[config.mk]
export PLATFORM = sky130hd
export DESIGN_NAME = uart_mmio_responder_flat
export DESIGN_NICKNAME = d
export VERILOG_FILES = /design/src/rtl/uart_mmio_responder_if.sv /design/src/rtl/uart_mmio_responder.sv /design/src/flat_wrapper.sv
export SDC_FILE = /design/constraint.sdc
export NUM_CORES = 1
export LEC_CHECK = 0
export CORE_UTILIZATION = 45
export DETAILED_ROUTE_END_ITERATION = 8
export DONT_BUFFER_PORTS = 1
export PLACE_DENSITY = 0.57
export SETUP_SLACK_MARGIN = 0.15
export SKIP_CTS_REPAIR_TIMING = 1
export SLEW_MARGIN = 0
export SYNTH_ARGS = -nofsm -noshare
export SYNTH_HDL_FRONTEND = slang
export SYNTH_SLANG_ARGS = --single-unit
[constraint.sdc]
create_clock -name clk -period 2.8 [get_ports clk]
set_input_delay 0.42 -clock clk [delete_from_list [all_inputs] [get_ports clk]]
set_output_delay 0.42 -clock clk [all_outputs]
set_load 0.1 [all_outputs]
[src/rtl/uart_mmio_responder_if.sv]
// uart_mmio_responder_if
//   Data-side load/store bus shared by the CPU, the data RAM and the UART.
//   Handshake: there is no valid/ready pair. A write happens on every rising
//   clk edge where wr=1; a read is combinational while rd=1, and its side
//   effects (clearing rx_valid) happen on the rising edge where rd=1.
//   Signals:
//     rd    - read strobe (master -> slave)
//     wr    - write strobe (master -> slave)
//     addr  - byte address (master -> slave)
//     wdata - write data (master -> slave)
//     rdata - read data, 0 when not selected (slave -> master)
interface uart_mmio_responder_if;
   logic        rd;
   logic        wr;
   logic [31:0] addr;
   logic [31:0] wdata;
   logic [31:0] rdata;

   modport master (output rd, output wr, output addr, output wdata, input rdata);
   modport slave  (input rd, input wr, input addr, input wdata, output rdata);
endinterface

[src/rtl/uart_mmio_responder.sv]
// uart_mmio_responder
//   Memory-mapped 8N1 UART. Three word registers at BASE_ADDR:
//     +0 TXD  (R/W) write starts a frame when TX is idle, read = last latched byte
//     +4 RXD  (R)   last received byte; a read clears rx_valid
//     +8 CON        {overrun, frame_err, tx_busy, rx_valid, tx_done, rx_irq_en, tx_irq_en}
//   Optional feature macro: UART_IRQ_EN. When undefined, irqout is constant 0
//   and CON bits 1:0 read 0 and ignore writes; status bits still work.
//   Ports:
//     clk          - system clock, rising edge
//     reset        - asynchronous active-high reset
//     bus          - slave side of the load/store bus
//     uart_rx      - serial input, asynchronous to clk
//     uart_tx      - serial output, registered, idles high
//     irqout       - level interrupt request, registered
//     tx_state_dbg - current TX FSM state (0 idle,1 start,2 data,3 stop)
//     rx_state_dbg - current RX FSM state (same encoding)
module uart_mmio_responder #(
   parameter int          CLKS_PER_BIT = 5208,
   parameter logic [31:0] BASE_ADDR    = 32'h40000018
) (
   input  logic                 clk,
   input  logic                 reset,
   uart_mmio_responder_if.slave bus,
   input  logic                 uart_rx,
   output logic                 uart_tx,
   output logic                 irqout,
   output logic [1:0]           tx_state_dbg,
   output logic [1:0]           rx_state_dbg
);

   localparam int             CW        = (CLKS_PER_BIT > 1) ? $clog2(CLKS_PER_BIT) : 1;
   localparam logic [CW-1:0]  BIT_LAST  = CW'(CLKS_PER_BIT - 1);
   localparam logic [CW-1:0]  HALF_LAST = CW'(CLKS_PER_BIT / 2 - 1);
   localparam logic [29:0]    WA_TXD    = BASE_ADDR[31:2];
   localparam logic [29:0]    WA_RXD    = WA_TXD + 30'd1;
   localparam logic [29:0]    WA_CON    = WA_TXD + 30'd2;

   typedef enum logic [1:0] {S_IDLE = 2'd0, S_START = 2'd1, S_DATA = 2'd2, S_STOP = 2'd3} uart_state_e;

   uart_state_e   tx_state_q, tx_state_d, rx_state_q, rx_state_d;
   logic [CW-1:0] tx_cnt_q, tx_cnt_d, rx_cnt_q, rx_cnt_d;
   logic [2:0]    tx_idx_q, tx_idx_d, rx_idx_q, rx_idx_d;
   logic [7:0]    txd_q, txd_d, rxd_q, rxd_d, rx_shift_q, rx_shift_d;
   logic          uart_tx_q, uart_tx_d, tx_fin_q, tx_fin_d, tx_done_q, tx_done_d;
   logic          rx_s1_q, rx_s1_d, rx_s2_q, rx_s2_d, rx_prev_q, rx_prev_d;
   logic          rx_valid_q, rx_valid_d, frame_err_q, frame_err_d, overrun_q, overrun_d;
   logic          tx_irq_en_q, tx_irq_en_d, rx_irq_en_q, rx_irq_en_d, irq_q, irq_d;

   logic sel_txd, sel_rxd, sel_con, wr_txd, wr_con, rd_rxd, tx_busy;
   logic unused_bus_bits;

   assign sel_txd = (bus.addr[31:2] == WA_TXD);
   assign sel_rxd = (bus.addr[31:2] == WA_RXD);
   assign sel_con = (bus.addr[31:2] == WA_CON);
   assign wr_txd  = bus.wr & sel_txd;
   assign wr_con  = bus.wr & sel_con;
   assign rd_rxd  = bus.rd & sel_rxd;
   assign tx_busy = (tx_state_q != S_IDLE);
   assign unused_bus_bits = ^{bus.addr[1:0], bus.wdata};

   always_comb begin
      bus.rdata = 32'd0;
      if (bus.rd) begin
         if (sel_txd) bus.rdata = {24'd0, txd_q};
         else if (sel_rxd) bus.rdata = {24'd0, rxd_q};
         else if (sel_con) bus.rdata = {25'd0, overrun_q, frame_err_q, tx_busy, rx_valid_q,
                                        tx_done_q, rx_irq_en_q, tx_irq_en_q};
      end
   end

   always_comb begin
      tx_state_d  = tx_state_q;
      tx_cnt_d    = tx_cnt_q;
      tx_idx_d    = tx_idx_q;
      txd_d       = txd_q;
      tx_fin_d    = 1'b0;
      tx_done_d   = tx_done_q;
      rx_state_d  = rx_state_q;
      rx_cnt_d    = rx_cnt_q;
      rx_idx_d    = rx_idx_q;
      rx_shift_d  = rx_shift_q;
      rxd_d       = rxd_q;
      rx_valid_d  = rx_valid_q;
      frame_err_d = frame_err_q;
      overrun_d   = overrun_q;
      tx_irq_en_d = tx_irq_en_q;
      rx_irq_en_d = rx_irq_en_q;
      rx_s1_d     = uart_rx;
      rx_s2_d     = rx_s1_q;
      rx_prev_d   = rx_s2_q;

      // The line register follows the state one cycle later, so the start
      // bit appears the edge after the TXD write and every bit lasts a full
      // CLKS_PER_BIT from that point.
      case (tx_state_q)
         S_START: uart_tx_d = 1'b0;
         S_DATA:  uart_tx_d = txd_q[tx_idx_q];
         default: uart_tx_d = 1'b1;
      endcase

      case (tx_state_q)
         S_IDLE: if (wr_txd) begin
            txd_d      = bus.wdata[7:0];
            tx_state_d = S_START;
            tx_cnt_d   = '0;
         end
         S_START: if (tx_cnt_q == BIT_LAST) begin
            tx_state_d = S_DATA;
            tx_cnt_d   = '0;
            tx_idx_d   = 3'd0;
         end else tx_cnt_d = tx_cnt_q + 1'b1;
         S_DATA: if (tx_cnt_q == BIT_LAST) begin
            tx_cnt_d = '0;
            if (tx_idx_q == 3'd7) tx_state_d = S_STOP;
            else tx_idx_d = tx_idx_q + 3'd1;
         end else tx_cnt_d = tx_cnt_q + 1'b1;
         default: if (tx_cnt_q == BIT_LAST) begin
            tx_state_d = S_IDLE;
            tx_cnt_d   = '0;
            tx_idx_d   = 3'd0;
            tx_fin_d   = 1'b1;
         end else tx_cnt_d = tx_cnt_q + 1'b1;
      endcase

      // Software clears come first so that a hardware event on the same
      // edge always survives.
      if (wr_con) begin
`ifdef UART_IRQ_EN
         tx_irq_en_d = bus.wdata[0];
         rx_irq_en_d = bus.wdata[1];
`endif
         if (bus.wdata[2]) tx_done_d   = 1'b0;
         if (bus.wdata[5]) frame_err_d = 1'b0;
         if (bus.wdata[6]) overrun_d   = 1'b0;
      end
      if (rd_rxd) rx_valid_d = 1'b0;
      // tx_fin_q delays the done flag by one edge so it lines up with the
      // end of the stop bit on the (lagging) line register.
      if (tx_fin_q) tx_done_d = 1'b1;

      case (rx_state_q)
         S_IDLE: if (rx_prev_q && !rx_s2_q) begin
            rx_state_d = S_START;
            rx_cnt_d   = '0;
         end
         S_START: if (rx_cnt_q == HALF_LAST) begin
            rx_cnt_d = '0;
            rx_idx_d = 3'd0;
            rx_state_d = rx_s2_q ? S_IDLE : S_DATA;
         end else rx_cnt_d = rx_cnt_q + 1'b1;
         S_DATA: if (rx_cnt_q == BIT_LAST) begin
            rx_cnt_d   = '0;
            rx_shift_d = {rx_s2_q, rx_shift_q[7:1]};
            if (rx_idx_q == 3'd7) rx_state_d = S_STOP;
            else rx_idx_d = rx_idx_q + 3'd1;
         end else rx_cnt_d = rx_cnt_q + 1'b1;
         default: if (rx_cnt_q == BIT_LAST) begin
            rx_state_d = S_IDLE;
            rx_cnt_d   = '0;
            rx_idx_d   = 3'd0;
            if (rx_s2_q) begin
               rxd_d      = rx_shift_q;
               rx_valid_d = 1'b1;
               if (rx_valid_q) overrun_d = 1'b1;
            end else begin
               frame_err_d = 1'b1;
            end
         end else rx_cnt_d = rx_cnt_q + 1'b1;
      endcase

`ifdef UART_IRQ_EN
      irq_d = (tx_irq_en_d & tx_done_d) | (rx_irq_en_d & rx_valid_d);
`else
      irq_d = 1'b0;
`endif
   end

   always_ff @(posedge clk or posedge reset) begin
      if (reset) begin
         tx_state_q  <= S_IDLE;
         tx_cnt_q    <= '0;
         tx_idx_q    <= 3'd0;
         txd_q       <= 8'd0;
         uart_tx_q   <= 1'b1;
         tx_fin_q    <= 1'b0;
         tx_done_q   <= 1'b0;
         rx_state_q  <= S_IDLE;
         rx_cnt_q    <= '0;
         rx_idx_q    <= 3'd0;
         rx_shift_q  <= 8'd0;
         rxd_q       <= 8'd0;
         rx_valid_q  <= 1'b0;
         frame_err_q <= 1'b0;
         overrun_q   <= 1'b0;
         tx_irq_en_q <= 1'b0;
         rx_irq_en_q <= 1'b0;
         irq_q       <= 1'b0;
         // Synchroniser resets to the idle line level so no false edge is seen.
         rx_s1_q     <= 1'b1;
         rx_s2_q     <= 1'b1;
         rx_prev_q   <= 1'b1;
      end else begin
         tx_state_q  <= tx_state_d;
         tx_cnt_q    <= tx_cnt_d;
         tx_idx_q    <= tx_idx_d;
         txd_q       <= txd_d;
         uart_tx_q   <= uart_tx_d;
         tx_fin_q    <= tx_fin_d;
         tx_done_q   <= tx_done_d;
         rx_state_q  <= rx_state_d;
         rx_cnt_q    <= rx_cnt_d;
         rx_idx_q    <= rx_idx_d;
         rx_shift_q  <= rx_shift_d;
         rxd_q       <= rxd_d;
         rx_valid_q  <= rx_valid_d;
         frame_err_q <= frame_err_d;
         overrun_q   <= overrun_d;
         tx_irq_en_q <= tx_irq_en_d;
         rx_irq_en_q <= rx_irq_en_d;
         irq_q       <= irq_d;
         rx_s1_q     <= rx_s1_d;
         rx_s2_q     <= rx_s2_d;
         rx_prev_q   <= rx_prev_d;
      end
   end

   assign uart_tx      = uart_tx_q;
   assign irqout       = irq_q;
   assign tx_state_dbg = tx_state_q;
   assign rx_state_dbg = rx_state_q;

endmodule

[src/flat_wrapper.sv]
// flat-port wrapper written by rule: the top's interface ports become plain ports
module uart_mmio_responder_flat 
#(
   parameter int          CLKS_PER_BIT = 5208,
   parameter logic [31:0] BASE_ADDR    = 32'h40000018
)
  (clk, reset, uart_rx, uart_tx, irqout, tx_state_dbg, rx_state_dbg, bus_rd, bus_wr, bus_addr, bus_wdata, bus_rdata);
  uart_mmio_responder_if bus_i ();
  input  logic clk;
  input  logic reset;
  input  logic uart_rx;
  output logic uart_tx;
  output logic irqout;
  output logic [1:0] tx_state_dbg;
  output logic [1:0] rx_state_dbg;
  input wire logic [$bits(bus_i.rd)-1:0] bus_rd;
  input wire logic [$bits(bus_i.wr)-1:0] bus_wr;
  input wire logic [$bits(bus_i.addr)-1:0] bus_addr;
  input wire logic [$bits(bus_i.wdata)-1:0] bus_wdata;
  output wire logic [$bits(bus_i.rdata)-1:0] bus_rdata;
  assign bus_i.rd = bus_rd;
  assign bus_i.wr = bus_wr;
  assign bus_i.addr = bus_addr;
  assign bus_i.wdata = bus_wdata;
  assign bus_rdata = bus_i.rdata;
  uart_mmio_responder #(.CLKS_PER_BIT(CLKS_PER_BIT), .BASE_ADDR(BASE_ADDR)) u_core (.clk(clk), .reset(reset), .bus(bus_i), .uart_rx(uart_rx), .uart_tx(uart_tx), .irqout(irqout), .tx_state_dbg(tx_state_dbg), .rx_state_dbg(rx_state_dbg));
endmodule
* After elaboration in Yosys (flattened, before gate mapping)
Index checks and enable logic that the tools add are counted.
** Word-level totals
- Register bits :: 69
- Bits of input ports :: 69
- Output and inout bits :: 38
** Operators by class
- Add/subtract/negate cells :: 4
- $lt $le $gt $ge :: 1
- Equality and inequality tests :: 22
- Multiplexer cells :: 56
- Bitwise logic cells :: 6
- Reduce and logical (&&, ||, !) cells :: 20
** Operator list (count)
- $mux 32 :: 3
- $eq 30x29->1 const B :: 3
- $mux 13 :: 6
- $add 13x1->13 const B :: 2
- $eq 13x13->1 const B :: 2
- $pmux 13 s2 :: 1
- $mux 2 :: 11
- $mux 1 :: 21
- $mux 3 :: 7
- $ne 2x1->1 const B :: 8
- $reduce_and 5->1 :: 3
- $eq 13x12->1 const B :: 1
- $pmux 2 s3 :: 2
- $reduce_bool 2->1 :: 5
- $pmux 3 s3 :: 1
- $mux 7 :: 1
- $add 3x1->3 const B :: 2
- $eq 3x3->1 const B :: 2
- $pmux 3 s2 :: 1
- $reduce_and 2->1 :: 3
- $reduce_and 3->1 :: 2
- $reduce_or 3->1 :: 2
- $eq 2x1->1 const B :: 2
- $eq 2x2->1 const B :: 2
- 10 further kinds :: 16

* Longest topological paths before layout
Gate-level depths: netlist (run 1).
- Depth in word-level cells :: 7
- Gate-level depth with buffers :: 9

* Worst setup path before layout (run 1)
Ideal clock, no wire load.
- Path type :: reg-to-output
- Start point :: register u_core.tx_state_q[0] (netlist: u_core.tx_state_dbg[0])
- End point :: output bus_rdata[4]
- Arrival :: 3110 ps
- Required time :: 2380 ps
- Path slack :: -730 ps
- Stages on the path, launching flop included :: 7
- Buffers on the path :: 1
- Cell sequence :: dfrtp_1 inv_1 ha_1 clkbuf_1 inv_1 nand2_1 a21oi_1
** Between the ends
- Cells in the longest elaborated chain, start to end :: 5
** RTL lines
- from (decl) :: RTL line uart_mmio_responder.sv:40 : uart_state_e tx_state_q, tx_state_d, rx_state_q, rx_state_d;
- from (signal assigned) :: RTL line uart_mmio_responder.sv:203 : tx_state_q <= tx_state_d;
- $reduce_bool 2->1 :: RTL line uart_mmio_responder.sv:58 : assign tx_busy = (tx_state_q != S_IDLE);
- $mux 7 :: RTL line uart_mmio_responder.sv:66 : else if (sel_con) bus.rdata = {25'd0, overrun_q, frame_err_q, tx_busy, rx_valid_q,
- $mux 32 :: RTL line uart_mmio_responder.sv:65 : else if (sel_rxd) bus.rdata = {24'd0, rxd_q};
- $mux 32 :: RTL line uart_mmio_responder.sv:64 : if (sel_txd) bus.rdata = {24'd0, txd_q};
- $mux 32 :: RTL line uart_mmio_responder.sv:63 : if (bus.rd) begin
- to (decl) :: RTL line flat_wrapper.sv:20 : output wire logic [$bits(bus_i.rdata)-1:0] bus_rdata;
Every way passes these cells.

* Final worst setup path (run 1)
- Start point :: input bus_addr[11]
- End point :: output bus_rdata[4]
** Between the ends
- Cells in the longest elaborated chain, start to end :: 5
** RTL lines
- from (decl) :: RTL line flat_wrapper.sv:18 : input wire logic [$bits(bus_i.addr)-1:0] bus_addr;
- $eq 30x29->1 :: RTL line uart_mmio_responder.sv:54 : assign sel_con = (bus.addr[31:2] == WA_CON);
- $mux 7 :: RTL line uart_mmio_responder.sv:66
- $mux 32 :: RTL line uart_mmio_responder.sv:65
- $mux 32 (*) :: RTL line uart_mmio_responder.sv:64
- $mux 32 (*) :: RTL line uart_mmio_responder.sv:63
Every way passes the cells marked *; elsewhere a longest branch is shown, timed or not.

==> results of run 1 <==
==> layout by cell type (no fill, tap or decap), drive strengths merged, types with 3 or more instances in the layout <==
master and instances:
and2 4, o21ai 30, a31oi 5, dfrtp 65, mux2i 4, nor2b 6, inv 12, dfstp 4
conb 25, nor4 6, buf 19, nand2 29, a32oi 3, nor3 5, clkinv 4, nor4bb 4
nand4 7, nand2b 3, and3 6, mux2 26, nand3 12, xnor2 6, ha 10, a21oi 10
a22o 5, nor2 25, o31ai 3, and4 3, xor2 9, clkbuf 9
==> final timing paths <==
path                                                     start                                  to  slack (ns)  cells after the start
worst min register to register        u_core.rx_s1_q$_DFF_PP1_          u_core.rx_prev_d$_DFF_PP1_        0.36                      0
worst min-delay path                                   uart_rx            u_core.rx_s1_q$_DFF_PP1_        0.07                      0
min in group asynchronous                                reset      u_core.tx_cnt_q[9]$_DFFE_PP0P_        0.54                      2
worst max register to register  u_core.tx_cnt_q[8]$_DFFE_PP0P_  u_core.tx_state_dbg[1]$_DFFE_PP0P_        0.65                      5
worst max-delay path                              bus_addr[11]                        bus_rdata[4]        0.36                      6
max in group asynchronous                                reset          u_core.rx_prev_q$_DFF_PP1_        1.49                      3
==> flip-flops by register name (all words and copies together), names as in the netlist, 2 cells and up <==
name,flops
u_core.rx_cnt_q,13
u_core.rx_idx_q,3
u_core.rx_shift_q,8
u_core.rx_state_dbg,2
u_core.rxd_q,8
u_core.tx_cnt_q,13
u_core.tx_idx_q,3
u_core.tx_state_dbg,2
u_core.txd_q,8
==> power by group <==
part	internal, mW	switching, mW	leakage [nW]
logic	0.130	0.382	0.962
clock network	0.414	0.401	0.0996
registers	1.04	0.0670	0.862
total	1.59	0.851	1.92
==> through the flow <==
step	instances	instance area (um^2)	total power, mW	util (%)
2_1_floorplan	385	3960	1.59	-
6_report	494	4330	2.44	52.9
3_3_place_gp	477	4110	1.64	50.3
4_1_cts	493	4310	2.47	52.7
3_5_place_dp	477	4110	1.65	50.3
5_1_grt	494	4330	2.56	52.9
==> cell type report <==
cell class / count / area share [%]
well taps: 105 / 3.04
multi-input cells: 273 / 45.6
flip-flops and latches: 69 / 40.0
clock buffers: 9 / 2.86
repair buffers: 20 / 5.84
clock inverters: 7 / 1.71
inverters: 11 / 0.955
==> cells by family after synthesis <==
| family | share of synthesized area, % |
|---|---|
| xor gates and xnor gates | 3.47 |
| AOI/OAI and AO/OA | 11.5 |
| adders and majority gates | 3.31 |
| other | 0.0991 |
| DFF | 45.8 |
| and+or+nand+nor | 18.9 |
| muxes | 9.99 |
| buffers and inverters | 6.91 |
==> per-layer routing <==
| metal | GRT usage [%] | up-vias |
|---|---|---|
| li1 | - | 1299 |
| met5 | 0 | - |
| met3 | 5.26 | 4 |
| met2 | 30.4 | 46 |
| met1 | 25.0 | 1287 |
| met4 | 6.54 | 0 |
==> worst register-to-register path: stages, from the launching register on <==
cell and delay (ns):
dfrtp_1 0.42, or4b_4 0.58, nor3_2 0.30, nand2_1 0.10, a211oi_2 0.28, mux2_1 0.35
==> metrics.csv, run 1 <==
stage,metric,value,unit
timing,RSZ-0062 raised after global routing,no,
global_route,vias in the first global route,2609,
placed_design,pre-CTS WS,0.262,ns
power_and_ir_drop,LEAKAGE,1.92,nW
floorplanning,die width,93.7,um
synth,"count leader, synth",dfrtp_1,
timing,"Slew Viols, Final",0,
critical_path,Critical Path AT,2.02,ns
critical_path,WP buf/inv,1,
critical_path,Setup crit end kind,output port,
floorplanning,Die Span Y,93.7,um
cts,number of CTS-inserted buffers,9,
routing,highest routed layer,met4,
synth,Yosys cell types,57,
placed_design,IO buf count,0,
timing,Fin Hold WS,0.0707,ns
synth,number of synthesized flops with an enable pin,0,
synth,Mean Syn Cell Area,10.5,um^2
synth,gate count of the mapped netlist,361,
synth,Post-synth ARST share,100,%
synth,ys flop type,dfrtp_1,
critical_path,CP required,2.38,ns
synth,top post-synthesis cells by area,"dfrtp_1 (43%), mux2_2 (7.4%), buf_4 (5.2%)",
timing,final hold vios,0,
floorplanning,total core area,8180,um^2
routing,Post-Route M1 WL,3.65,mm
power_and_ir_drop,Power Density,564,nW/um^2
cts,clock sinks,69,
floorplanning,row cnt,33,
synth,top cell type's share of synthesized area,43.0,%
global_route,largest net degree at the start of global routing,30,
cts,clock-pin slew on the worst setup and hold paths,0.07,ns
routing,DR WL met3,295,um
critical_path,type of origin of the critical path,input port,
critical_path,"slowest stage delay, CP",0.35,ns
cts,Longest Clk Path Bufs,2,
cts,CTS H-tree depth,3,
critical_path,Worst path slowest cell,nor4_1,
layout,final net count,463,
timing,crit path time final,2.44,ns
global_route,initial antenna violation count,0,
synth,Syn Std Cell Area,3780,um^2
layout,ant diodes,0,
timing,final worst slack,0.361,ns
global_route,GRT overflow,0,
timing,Slew @ Worst Pin,0.713,ns
routing,Pre-Repair DR Iteration Count,4,
routing,Antenna Nets Post-Route,0,
routing,Wirelength per Cell,15.3,um
critical_path,Crit Path Class,input port to output port,
routing,routed vias/inst,5.34,
floorplanning,Top Ports,107,
layout,"Area growth, synth to finish",14.3,%
cts,CTS root buffer,clkbuf_8,
synth,Post-synth top cells,"dfrtp_1 (65), o21ai_0 (30), nand2_1 (29)",
floorplanning,die area,8780,um^2
timing,highest achievable clock rate,0.410,GHz
cts,CTS tree,done,
worst_hold_path,Hold Path Class,input port to register,
placed_design,Post-DP HPWL,5.56,mm
routing,Remaining DRCs,0,
timing,Worst Skew,0.0114,ns
synth,Synth Register Bits,69,
synth,register area share after synthesis,45.8,%
timing,"Setup violations, final",0,
critical_path,Worst path top cell family by delay,simple AND/OR/NAND/NOR gates,
routing,final WL,7.56,mm
global_route,first-pass GRT wire length,12.8,mm
cts,"Clk Latency, worst-skew pair",0.35,ns
routing,DR vias,2636,
routing,met2 WL post-DR,3.53,mm
floorplanning,initial core utilization,46.3,%
timing,Tcrit/Tclk final,87.1,%
synth,Synthesis Warnings,0,
global_route,GRT Total Usage,19.1,%
power_and_ir_drop,Max VDD drop,0.337,mV
placed_design,gpl congestion,0.796,
timing,Slew HR,52.3,%
critical_path,crit-path cells,"nor4_1, nand3_1, nor3_4, o21ai_0, a21oi_4, buf_12",
status,status,"complete, no violations",
run,max_cap viols,0,
routing,violation count after the first detailed-routing iteration,86,
layout,Filler cells,743,
timing,setup_tns,0,ns
synth,Yosys top cell by area,dfrtp_1,
layout,area of the multi-input gates,1970,um^2
layout,Reg area,1730,um^2
layout,layout cells sized above 1,22.1,%
critical_path,maximum fanout along the worst path,9,
Power figures use the tool's default switching activity.
==> run 2, diff against run 1 <==
clock period = 2.3 ns   (was 2.8 ns; I/O delays follow)
==> metrics.csv, run 2 (synthesized netlist as in run 1, its figures left out) <==
stage,metric,value,unit
layout,"Area growth, synth to finish",22.3,%
critical_path,type of origin of the critical path,input port,
layout,largest registers,"u_core.rx_cnt_q: 13 flops, u_core.tx_cnt_q: 13 flops",
timing,setup_tns,0,ns
timing,Slew @ Worst Pin,0.565,ns
timing,crit path time final,2.10,ns
cts,clock sinks,69,
floorplanning,initial core utilization,46.3,%
cts,"Clk Latency, worst-skew pair",0.34,ns
cts,CTS H-tree depth,3,
timing,RSZ-0062 raised after global routing,no,
power_and_ir_drop,Max VDD drop,0.618,mV
timing,highest achievable clock rate,0.476,GHz
cts,CTS tree,done,
timing,Fin Hold WS,0.149,ns
worst_hold_path,Hold Path Class,input port to register,
timing,final hold vios,0,
critical_path,CP required,1.96,ns
routing,Wirelength per Cell,15.9,um
floorplanning,die width,93.7,um
routing,Antenna Nets Post-Route,0,
layout,final core utilization,56.6,%
layout,layout cells sized above 1,29.9,%
routing,Pre-Repair DR Iteration Count,6,
timing,Worst Skew,0.00862,ns
global_route,GRT overflow,0,
global_route,vias in the first global route,2644,
run,max_cap viols,0,
critical_path,maximum fanout along the worst path,7,
global_route,largest net degree at the start of global routing,70,
cts,Longest Clk Path Bufs,2,
critical_path,Setup crit end kind,output port,
timing,Slew HR,62.0,%
timing,Tcrit/Tclk final,91.2,%
routing,DR vias,2819,
critical_path,Critical Path AT,1.75,ns
placed_design,gpl congestion,0.796,
routing,violation count after the first detailed-routing iteration,99,
timing,"Slew Viols, Final",0,
power_and_ir_drop,LEAKAGE,2.05,nW
timing,"Setup violations, final",0,
layout,final non-filler cell total,507,
routing,Remaining DRCs,2,
layout,most frequent cells in the layout,"dfrtp_1 (61), nand2_1 (27), mux2_2 (25), conb_1 (25), nor2_1 (23)",
placed_design,Post-DP HPWL,5.59,mm
cts,clock-pin slew on the worst setup and hold paths,0.08,ns
layout,"most common cell after layout, fill and taps aside",dfrtp_1,
placed_design,IO buf count,0,
status,failing checks,DRC,
routing,routed vias/inst,5.56,
floorplanning,Die Span Y,93.7,um
cts,number of CTS-inserted buffers,9,
critical_path,Crit Path Class,input port to output port,
floorplanning,row cnt,33,
floorplanning,die area,8780,um^2
floorplanning,total core area,8180,um^2
status,status,finished with violations,
cts,CTS root buffer,clkbuf_8,
power_and_ir_drop,Power Density,680,nW/um^2
power_and_ir_drop,Final Power,3.15,mW
global_route,first-pass GRT wire length,13.2,mm
floorplanning,Top Ports,107,
global_route,GRT Total Usage,19.6,%
layout,final net count,476,
placed_design,Placed Cells,479,
routing,final WL,8.04,mm
global_route,initial antenna violation count,0,
layout,ant diodes,0,
==> run 2: cell types whose count changed in the layout (fill, tap and decap cells not counted), sizes merged <==
cell / previous run / this run
dlygate4sd3: 1 / 2
buf: 19 / 31
bufinv: 1 / 2
clkinv: 4 / 3
==> run 2: metal layers <==
| metal | GRT usage, % | vias to the layer above | routed length (um) | part of all wire, % |
|---|---|---|---|---|
| li1 | - | 1332 | - | - |
| met1 | 26.8 | 1418 | 3780 | 47 |
| met2 | 30.0 | 56 | 3830 | 48 |
| met3 | 5.10 | 13 | 298 | 3.7 |
| met4 | 6.67 | 0 | 129 | 1.6 |
| met5 | 0 | - | 0 | 0 |
==> run 2: cell type report <==
cell class | count | area, um^2
fillers | 712 | 3550
inverters | 11 | 41.3
repair buffers | 33 | 375
clock buffers | 9 | 124
clock inverters | 7 | 98.8
multi-input cells | 273 | 2120
flip-flops and latches | 69 | 1740
well taps | 105 | 131
==> run 2: stage by stage <==
step / area, um^2 / worst slack [ns]
floorplan: 4050 / -0.0419
global placement: 4230 / 0.0339
detailed placement: 4230 / 0.0203
CTS: 4450 / 0.0210
global route: 4630 / 0.133
finish: 4630 / 0.201
==> run 2: worst paths after layout <==
check	startpoint	endpoint	slack [ns]	cells after the start
worst max-delay path	bus_addr[4]	bus_rdata[5]	0.20	6
worst min-delay path	bus_wdata[3]	u_core.txd_q[3]$_DFFE_PP0P_	0.15	1
worst max register to register	u_core.tx_cnt_q[5]$_DFFE_PP0P_	u_core.tx_state_dbg[1]$_DFFE_PP0P_	0.22	5
worst min register to register	u_core.rx_s1_q$_DFF_PP1_	u_core.rx_prev_d$_DFF_PP1_	0.36	0
max in group asynchronous	reset	u_core.rx_prev_d$_DFF_PP1_	1.44	3
min in group asynchronous	reset	u_core.rx_cnt_q[6]$_DFFE_PP0N_	0.54	3
==> run 2: power breakdown <==
part | internal [mW] | total [mW] | switching (mW)
registers | 1.27 | 1.35 | 0.0777
clock network | 0.616 | 1.10 | 0.487
logic | 0.197 | 0.694 | 0.497
==> run 2: worst max-delay path, stage by stage <==
cell and delay (ns):
or4b_1 0.57, nor3_4 0.24, buf_12 0.14, nand2_1 0.09, a21oi_4 0.18, buf_12 0.19
